===== src/rtl/dso_capture_ctrl.sv =====
// Scope acquisition controller: divides clk into sample ticks, writes ADC samples into a
// circular buffer, runs pre-trigger fill, trigger search and post-trigger window.
module dso_capture_ctrl #(
    parameter int unsigned DW   = 8,
    parameter int unsigned AW   = 10,
    parameter int unsigned DIVW = 16
) (
    input  logic            clk,
    input  logic            nrst,
    input  logic            arm,
    input  logic            force_req,
    input  logic [DIVW-1:0] div,
    input  logic [AW-1:0]   pre_len,
    input  logic [DW-1:0]   trig_level,
    input  logic            trig_edge,
    input  logic [DW-1:0]   adc_data,
    output logic            wr_en,
    output logic [AW-1:0]   wr_addr,
    output logic [DW-1:0]   wr_data,
    output logic [AW-1:0]   trig_addr,
    output logic [AW-1:0]   start_addr,
    output logic            busy,
    output logic            done
);

    typedef enum logic [2:0] {StIdle, StPre, StWait, StPost, StDone} state_e;

    state_e          state_q, state_d;
    logic [DIVW-1:0] div_cnt_q;
    logic [AW-1:0]   addr_q;
    logic [AW-1:0]   pre_cnt_q;
    logic [AW-1:0]   post_cnt_q;
    logic [DW-1:0]   prev_q;
    logic            prev_valid_q;
    logic            force_pend_q;

    logic            busy_st;
    logic            tick;
    logic            crossing;
    logic            fire;
    logic [AW-1:0]   post_init;

    always_comb begin
        busy_st   = (state_q == StPre) || (state_q == StWait) || (state_q == StPost);
        tick      = busy_st && (div_cnt_q == div);
        post_init = ~pre_len;
        if (trig_edge) begin
            crossing = (prev_q > trig_level) && (adc_data <= trig_level);
        end else begin
            crossing = (prev_q < trig_level) && (adc_data >= trig_level);
        end
        // A pending force fires even before any previous sample exists.
        fire = (state_q == StWait) && tick && (force_pend_q || (prev_valid_q && crossing));

        state_d = state_q;
        if (arm) begin
            state_d = (pre_len == '0) ? StWait : StPre;
        end else begin
            unique case (state_q)
                StPre: begin
                    if (tick && (pre_cnt_q + 1'b1 == pre_len)) state_d = StWait;
                end
                StWait: begin
                    if (fire) state_d = (post_init == '0) ? StDone : StPost;
                end
                StPost: begin
                    if (tick && (post_cnt_q == AW'(1))) state_d = StDone;
                end
                default: ;
            endcase
        end
    end

    always_ff @(posedge clk or negedge nrst) begin
        if (!nrst) begin
            state_q <= StIdle;
        end else begin
            state_q <= state_d;
        end
    end

    always_ff @(posedge clk or negedge nrst) begin
        if (!nrst) begin
            div_cnt_q    <= '0;
            addr_q       <= '0;
            pre_cnt_q    <= '0;
            post_cnt_q   <= '0;
            prev_q       <= '0;
            prev_valid_q <= 1'b0;
            force_pend_q <= 1'b0;
            wr_en        <= 1'b0;
            wr_addr      <= '0;
            wr_data      <= '0;
            trig_addr    <= '0;
            start_addr   <= '0;
        end else if (arm) begin
            div_cnt_q    <= '0;
            addr_q       <= '0;
            pre_cnt_q    <= '0;
            post_cnt_q   <= '0;
            prev_q       <= '0;
            prev_valid_q <= 1'b0;
            force_pend_q <= 1'b0;
            wr_en        <= 1'b0;
            trig_addr    <= '0;
            start_addr   <= '0;
        end else begin
            wr_en <= tick;
            if (busy_st) begin
                div_cnt_q <= tick ? '0 : div_cnt_q + 1'b1;
            end else begin
                div_cnt_q <= '0;
            end
            if (tick) begin
                wr_addr      <= addr_q;
                wr_data      <= adc_data;
                addr_q       <= addr_q + 1'b1;
                prev_q       <= adc_data;
                prev_valid_q <= 1'b1;
            end
            if ((state_q == StPre) && tick) pre_cnt_q <= pre_cnt_q + 1'b1;
            if (force_req && ((state_q == StPre) || (state_q == StWait))) force_pend_q <= 1'b1;
            if (fire) begin
                trig_addr    <= addr_q;
                start_addr   <= addr_q - pre_len;
                post_cnt_q   <= post_init;
                force_pend_q <= 1'b0;
            end
            if ((state_q == StPost) && tick) post_cnt_q <= post_cnt_q - 1'b1;
        end
    end

    assign busy = busy_st;
    assign done = (state_q == StDone);

endmodule

===== config.mk =====
export PLATFORM = sky130hd
export DESIGN_NAME = dso_capture_ctrl
export DESIGN_NICKNAME = d
export VERILOG_FILES = /design/src/rtl/dso_capture_ctrl.sv
export SDC_FILE = /design/constraint.sdc
export NUM_CORES = 1
export LEC_CHECK = 0
export CAP_MARGIN = 20
export CORE_ASPECT_RATIO = 0.6
export CORE_MARGIN = 8
export CORE_UTILIZATION = 50
export CTS_BUF_LIST = sky130_fd_sc_hd__clkbuf_16
export DETAILED_ROUTE_END_ITERATION = 16
export GPL_ROUTABILITY_DRIVEN = 0
export PLACE_DENSITY = 0.74
export SLEW_MARGIN = 20
export SYNTH_ARGS = -nofsm -noshare
export SYNTH_HDL_FRONTEND = slang
export SYNTH_SLANG_ARGS = --single-unit

===== constraint.sdc =====
create_clock -name clk -period 3.4 [get_ports clk]
set_input_delay 0.68 -clock clk [delete_from_list [all_inputs] [get_ports clk]]
set_output_delay 0.68 -clock clk [all_outputs]
set_load 0.03 [all_outputs]

# [Word-level counts from Yosys, hierarchy flattened]
# Index checks and enable logic that the tools add are counted.
[op_classes] n_reduce_logical=24 n_bitwise=2 addsub=5 n_lt_le_gt_ge=4 mux=30 n_eq_ne=10
[op_table] operator="10-bit two-way mux" count=11
[op_table] operator="16-bit two-way mux" count=3
[op_table] operator="10-bit by 1-bit adder with 10-bit output, second input constant" count=2
[op_table] operator="10-bit logical NOT" count=2
[op_table] operator="16-bit by 1-bit adder with 16-bit output, second input constant" count=1
[op_table] operator="16-bit equality test" count=1
[op_table] operator="8-bit two-way mux" count=2
[op_table] operator="3-bit two-way mux" count=5
[op_table] operator="1-bit logical AND" count=11
[op_table] operator="10-bit by 1-bit equality test with 1-bit output, second input constant" count=1
[op_table] operator="10-bit equality test" count=1
[op_table] operator="10-bit inverter" count=1
[op_table] operator="10-bit by 1-bit subtractor with 10-bit output, second input constant" count=1
[op_table] operator="10-bit subtractor" count=1
[op_table] operator="3-bit one-hot mux with 3 select lines" count=1
[op_table] operator="8-bit greater-or-equal comparator" count=1
[op_table] operator="8-bit > comparator" count=1
[op_table] operator="8-bit <= comparator" count=1
[op_table] operator="8-bit less-than comparator" count=1
[op_table] operator="1-bit two-way mux" count=7
[op_table] operator="3-bit by 2-bit equality test with 1-bit output, second input constant" count=2
[op_table] operator="3-bit by 2-bit inequality test with 1-bit output, second input constant" count=2
[op_table] operator="2-bit nonzero test" count=3
[op_table] operator="3-bit nonzero test" count=2
[op_table] operator="9 further kinds" count=11
[totals] reg_bits=98 output_inout_bits=41 in_bits=47 word_cells=88

# [Longest topological paths before layout]
# Gate-level depths: netlist of run 1.
[depth] word_depth=9 depth_mapped=12 depth_no_buf=12

# [Least setup slack after synthesis of run 1]
# OpenSTA, ideal clock, no wires.
[synth_timing] path_kind="input to register" start="input trig_level[1]" end="register state_q[1]" t_required_ns=3.312 arrival_ns=2.654 path_stages=11 setup_time_ns=0.088 slack_ns=0.658 path_buffers=1 cell_sequence="inv_1 -> ha_1 -> nor2b_1 -> o211ai_1 -> a21oi_1 -> a211o_1 -> mux2_4 -> o21a_1 -> buf_4 -> a32o_1 -> a41oi_1"
[synth_between] elab_chain_len=8 elab_cells_between_ends=12 cone_classes="order compare (4); eq/ne (1); mux (1); reduce/logical (6)"
[synth_lines] element="start, declared" line="14" rtl="input logic [DW-1:0] trig_level,"
[synth_lines] element="8-bit less-than comparator, or another cell as far along" line="50" rtl="crossing = (prev_q < trig_level) && (adc_data >= trig_level);"
[synth_lines] element="1-bit logical AND (on tied branches)" line="50, 48"
[synth_lines] element="1-bit two-way mux (*)" line="47" rtl="if (trig_edge) begin"
[synth_lines] element="1-bit logical AND (*)" line="53" rtl="fire = (state_q == StWait) && tick && (force_pend_q || (prev_valid_q && crossing));"
[synth_lines] element="1-bit logical OR (*)" line="53"
[synth_lines] element="1-bit logical AND (*)" line="53"
[synth_lines] element="3-bit inequality test (no line) (*)"
[synth_lines] element="4-bit AND reduction (no line) (*)"
[synth_lines] element="end signal, assigned" line="76" rtl="state_q <= StIdle;"
[synth_lines] element="end signal, assigned" line="78" rtl="state_q <= state_d;"
[synth_lines] element="end, declared" line="28" rtl="state_e state_q, state_d;"
# Every way passes the cells marked *; elsewhere a longest branch is shown, timed or not.
# A chain may end at the register's enable or synchronous reset.

# [Worst setup path after layout of run 1]
[layout_timing] start="input pre_len[0]" end="register start_addr[8]"
[layout_between] elab_chain_len=3
[layout_lines] element="start, declared" line="13" rtl="input logic [AW-1:0] pre_len,"
[layout_lines] element="10-bit subtractor" line="125" rtl="start_addr <= addr_q - pre_len;"
[layout_lines] element="10-bit two-way mux" line="123" rtl="if (fire) begin"
[layout_lines] element="10-bit two-way mux" line="96" rtl="end else if (arm) begin"
[layout_lines] element="end signal, assigned" line="125"
[layout_lines] element="end, declared" line="21" rtl="output logic [AW-1:0] start_addr,"
# No other way between the ends. The select of a mux whose other input is x is not followed.

==> results of run 1 <==
## cell usage after synthesis, types with 6 or more instances
master,n
nand3_1,21
o21ai_0,10
clkbuf_1,20
o211ai_1,7
inv_1,30
and3_1,14
nor4_1,8
nor3_1,11
mux2_2,18
a21oi_1,42
xor2_1,30
nand2_1,54
buf_2,6
nand4_1,21
xnor2_1,39
nor2b_1,6
dfrtp_1,98
mux2i_1,17
nor2_1,69
ha_1,30
## worst max-delay path: stages
cell             delay, ns
clkdlybuf4s50_1       0.56
ha_1                  0.21
inv_1                 0.06
fa_1                  0.40
a21o_1                0.20
a21oi_1               0.24
o21ai_0               0.19
nor4_1                0.26
nor3_1                0.13
xor2_1                0.18
nand2_1               0.10
a21oi_1               0.14
## stage by stage
| step | utilization, % | power (mW) | hold slack [ns] |
|---|---|---|---|
| floorplan | - | 1.305 | 0.3844 |
| CTS | 62.78 | 2.410 | 0.3443 |
| global placement | 60.24 | 1.424 | 0.4901 |
| detailed placement | 60.24 | 1.433 | 0.4960 |
| global route | 62.78 | 2.481 | 0.3642 |
| finish | 62.78 | 2.389 | 0.3203 |
## state kept, by name (all words and copies together) (netlist names)
| name | count |
|---|---|
| wr_addr | 10 |
| force_pend_q | 1 |
| div_cnt_q | 16 |
| trig_addr | 10 |
| wr_data | 8 |
| state_q | 3 |
| start_addr | 10 |
| pre_cnt_q | 10 |
| wr_en | 1 |
| addr_q | 10 |
| prev_valid_q | 1 |
| prev_q | 8 |
| post_cnt_q | 10 |
## per-layer routing
metal	GRT usage [%]	share of wire, %	wire length (microns)	vias up
met2	30.65	43	6484	200
met3	5.455	8.1	1220	26
met1	27.25	48	7178	2374
met4	4.569	1.2	178	0
li1	-	-	-	2291
met5	0	0	0	-
## area by class of cell
cell class	count	area, sq um	area share [%]
Multi-Input combinational cell	453	3058	43.26
Sequential cell	98	2452	34.69
Timing Repair Buffer	101	980.9	13.88
Clock buffer	9	225.2	3.186
Tap cell	144	180.2	2.549
Inverter	30	112.6	1.593
Clock inverter	7	60.06	0.8496
## kinds of logic (layout without fill, tap and decap cells)
logic type	after synthesis	in the layout	share of synthesized area, %
AND/OR/NAND/NOR	226	226	19.03
flip-flops	98	98	42.53
AO/OA/AOI/OAI	91	91	9.939
XOR/XNOR	69	69	10.48
buffers and inverters	60	147	4.427
multiplexers	36	36	6.727
adder cells (fa/ha/maj)	31	31	6.858
## cell usage in the layout (no fill, tap or decap), types with 9 or more instances in the layout
master,Yosys,layout
mux2_2,18,18
buf_4,2,14
mux2i_1,17,17
dfrtp_1,98,98
xnor2_1,39,39
o21ai_0,10,10
nor2_1,69,69
nor3_1,11,11
clkdlybuf4s50_1,0,85
a21oi_1,42,42
clkbuf_16,0,9
inv_1,30,30
ha_1,30,30
xor2_1,30,30
nand2_1,54,54
nand4_1,21,21
and3_1,14,14
nand3_1,21,21
## report_power, final
group,switching [mW],internal [mW],leakage (nW),total (mW)
Combinational,0.126,0.102,1.62,0.228
Clock,0.468,0.509,0.136,0.977
Sequential,0.0143,1.17,1.36,1.18
## path summary, 6_finish.rpt
| check | startpoint | to | slack [ns] | cells past startpoint |
|---|---|---|---|---|
| worst min-delay path | nrst | wr_data[5] | 0.32 | 1 |
| worst max-delay path | pre_len[0] | start_addr[8] | 0.33 | 12 |
| max in group asynchronous | nrst | post_cnt_q[2] | 2.37 | 2 |
| worst max register to register | addr_q[0] | start_addr[8] | 0.67 | 12 |
| worst min register to register | wr_addr[5] | wr_addr[5] | 0.51 | 1 |
| min in group clk | wr_addr[5] | wr_addr[5] | 0.51 | 1 |
==> impl_metrics.yaml, run 1 <==
run_status:
  status: "finished clean"
sta:
  finalCriticalPeriod_ns: 3.074
  fin_ws_ns: 0.3257
  max_freq_mhz: 325.3
  clock_skew_ns: 0.008461
  slew_violations: 0
  setup_violations: 0
  finalCritPeriodShare_pct: 90.42
  finalHoldViolations: 0
  rsz0062_at_grt: "false"
  worstMarginPinSlew_ns: 0.6707
  maxSlewHeadroom_pct: 54.87
  setup_tns_ns: 0
clocking:
  insertion_delay_ns: 0.35
  cts.sinks: 98
  post_cts_buffers: 0
  cts.repair.resized: 0
  clkSlewWorstSetupHoldPaths_ns: 0.07
  root_buffer: "clkbuf_16"
  numCtsBuffers: 9
  cts_tree: "done"
  hold_buffers: 0
  cts_buffer_depth: 2
  cts_max_level: 3
setup_path:
  required_ns: 3.67
  worst-setup-path-type: "input port to flop"
  arrival_ns: 3.34
  cp-start-kind: "input port"
  cp-end-kind: "flop"
  crit_fanout: 2
placement:
  dpl_cell_area_sq_um: 6784
  port-buffer-count: 87
  dp_hpwl_microns: 11490
  dp.cells: 826
  dp_slack_ns: -0.01010
synthesis:
  ys_seq_area_share_pct: 42.53
  ys_warn_count: 0
  synthesis.nets: 689
  synthCells: 611
  ys_ff_latch: 98
  synth_edf_count: 0
  synth_flop_cell: "dfrtp_1"
  synth_cell_types: 52
  async_reset_ff_share_pct: 100.0
  ys_top_cells_by_area: "dfrtp_1 (43%), ha_1 (6.5%), xnor2_1 (5.9%), xor2_1 (4.6%), nor2_1 (4.5%)"
  netlist.area_leader.share_pct: 42.53
  yosys.area.top_type: "dfrtp_1"
  postSynthAreaPerCell_sq_um: 9.436
  syn-cell-area_sq_um: 5766
drt:
  vias: 4891
  firstDrtPassIters: 7
  wl_per_cell_microns: 17.89
  drt_iter0_drc: 372
  routed_via_density: 5.809
  finalWirelength_microns: 15060
  ant_nets: 0
  drc: 0
die:
  initial_core_util_pct: 51.20
  core_area_sq_um: 11260
  rows: 30
  die_w_microns: 154.6
  io_pins: 88
  die-area_sq_um: 15340
  die_h_microns: 99.18
run:
  max_cap_violations: 0
final_layout:
  n_antenna_cell: 0
  nNetsFinal: 771
  layout-drive-gt1-share_pct: 8.453
  fillers: 935
  syn2layout_area_growth_pct: 22.61
  fin_area_sq_um: 7069
  final_cell_count_no_fill: 842
global_route:
  grt_max_degree: 57
  antenna_found_initial: 0
  grt_pass1_wl_microns: 24760
  grt_use_total_pct: 19.87
  grt_pass1_vias: 4924
  grt-ovfl-total: 0
min_path:
  hp-class: "input port to async pin"
power_and_ir_drop:
  p_leak_nw: 3.123
  powerDensity_nw_per_um2: 338.0
  ir_worst_vdd_mv: 0.2670
No activity file was read; power rests on OpenSTA's default activity.
==> run 2: changes to the inputs <==
GPL_ROUTABILITY_DRIVEN = not set   (was 0)
SLEW_MARGIN = not set   (was 20)
==> results of run 2 <==
Final layout, timing and power as in run 1 (identical DEF).
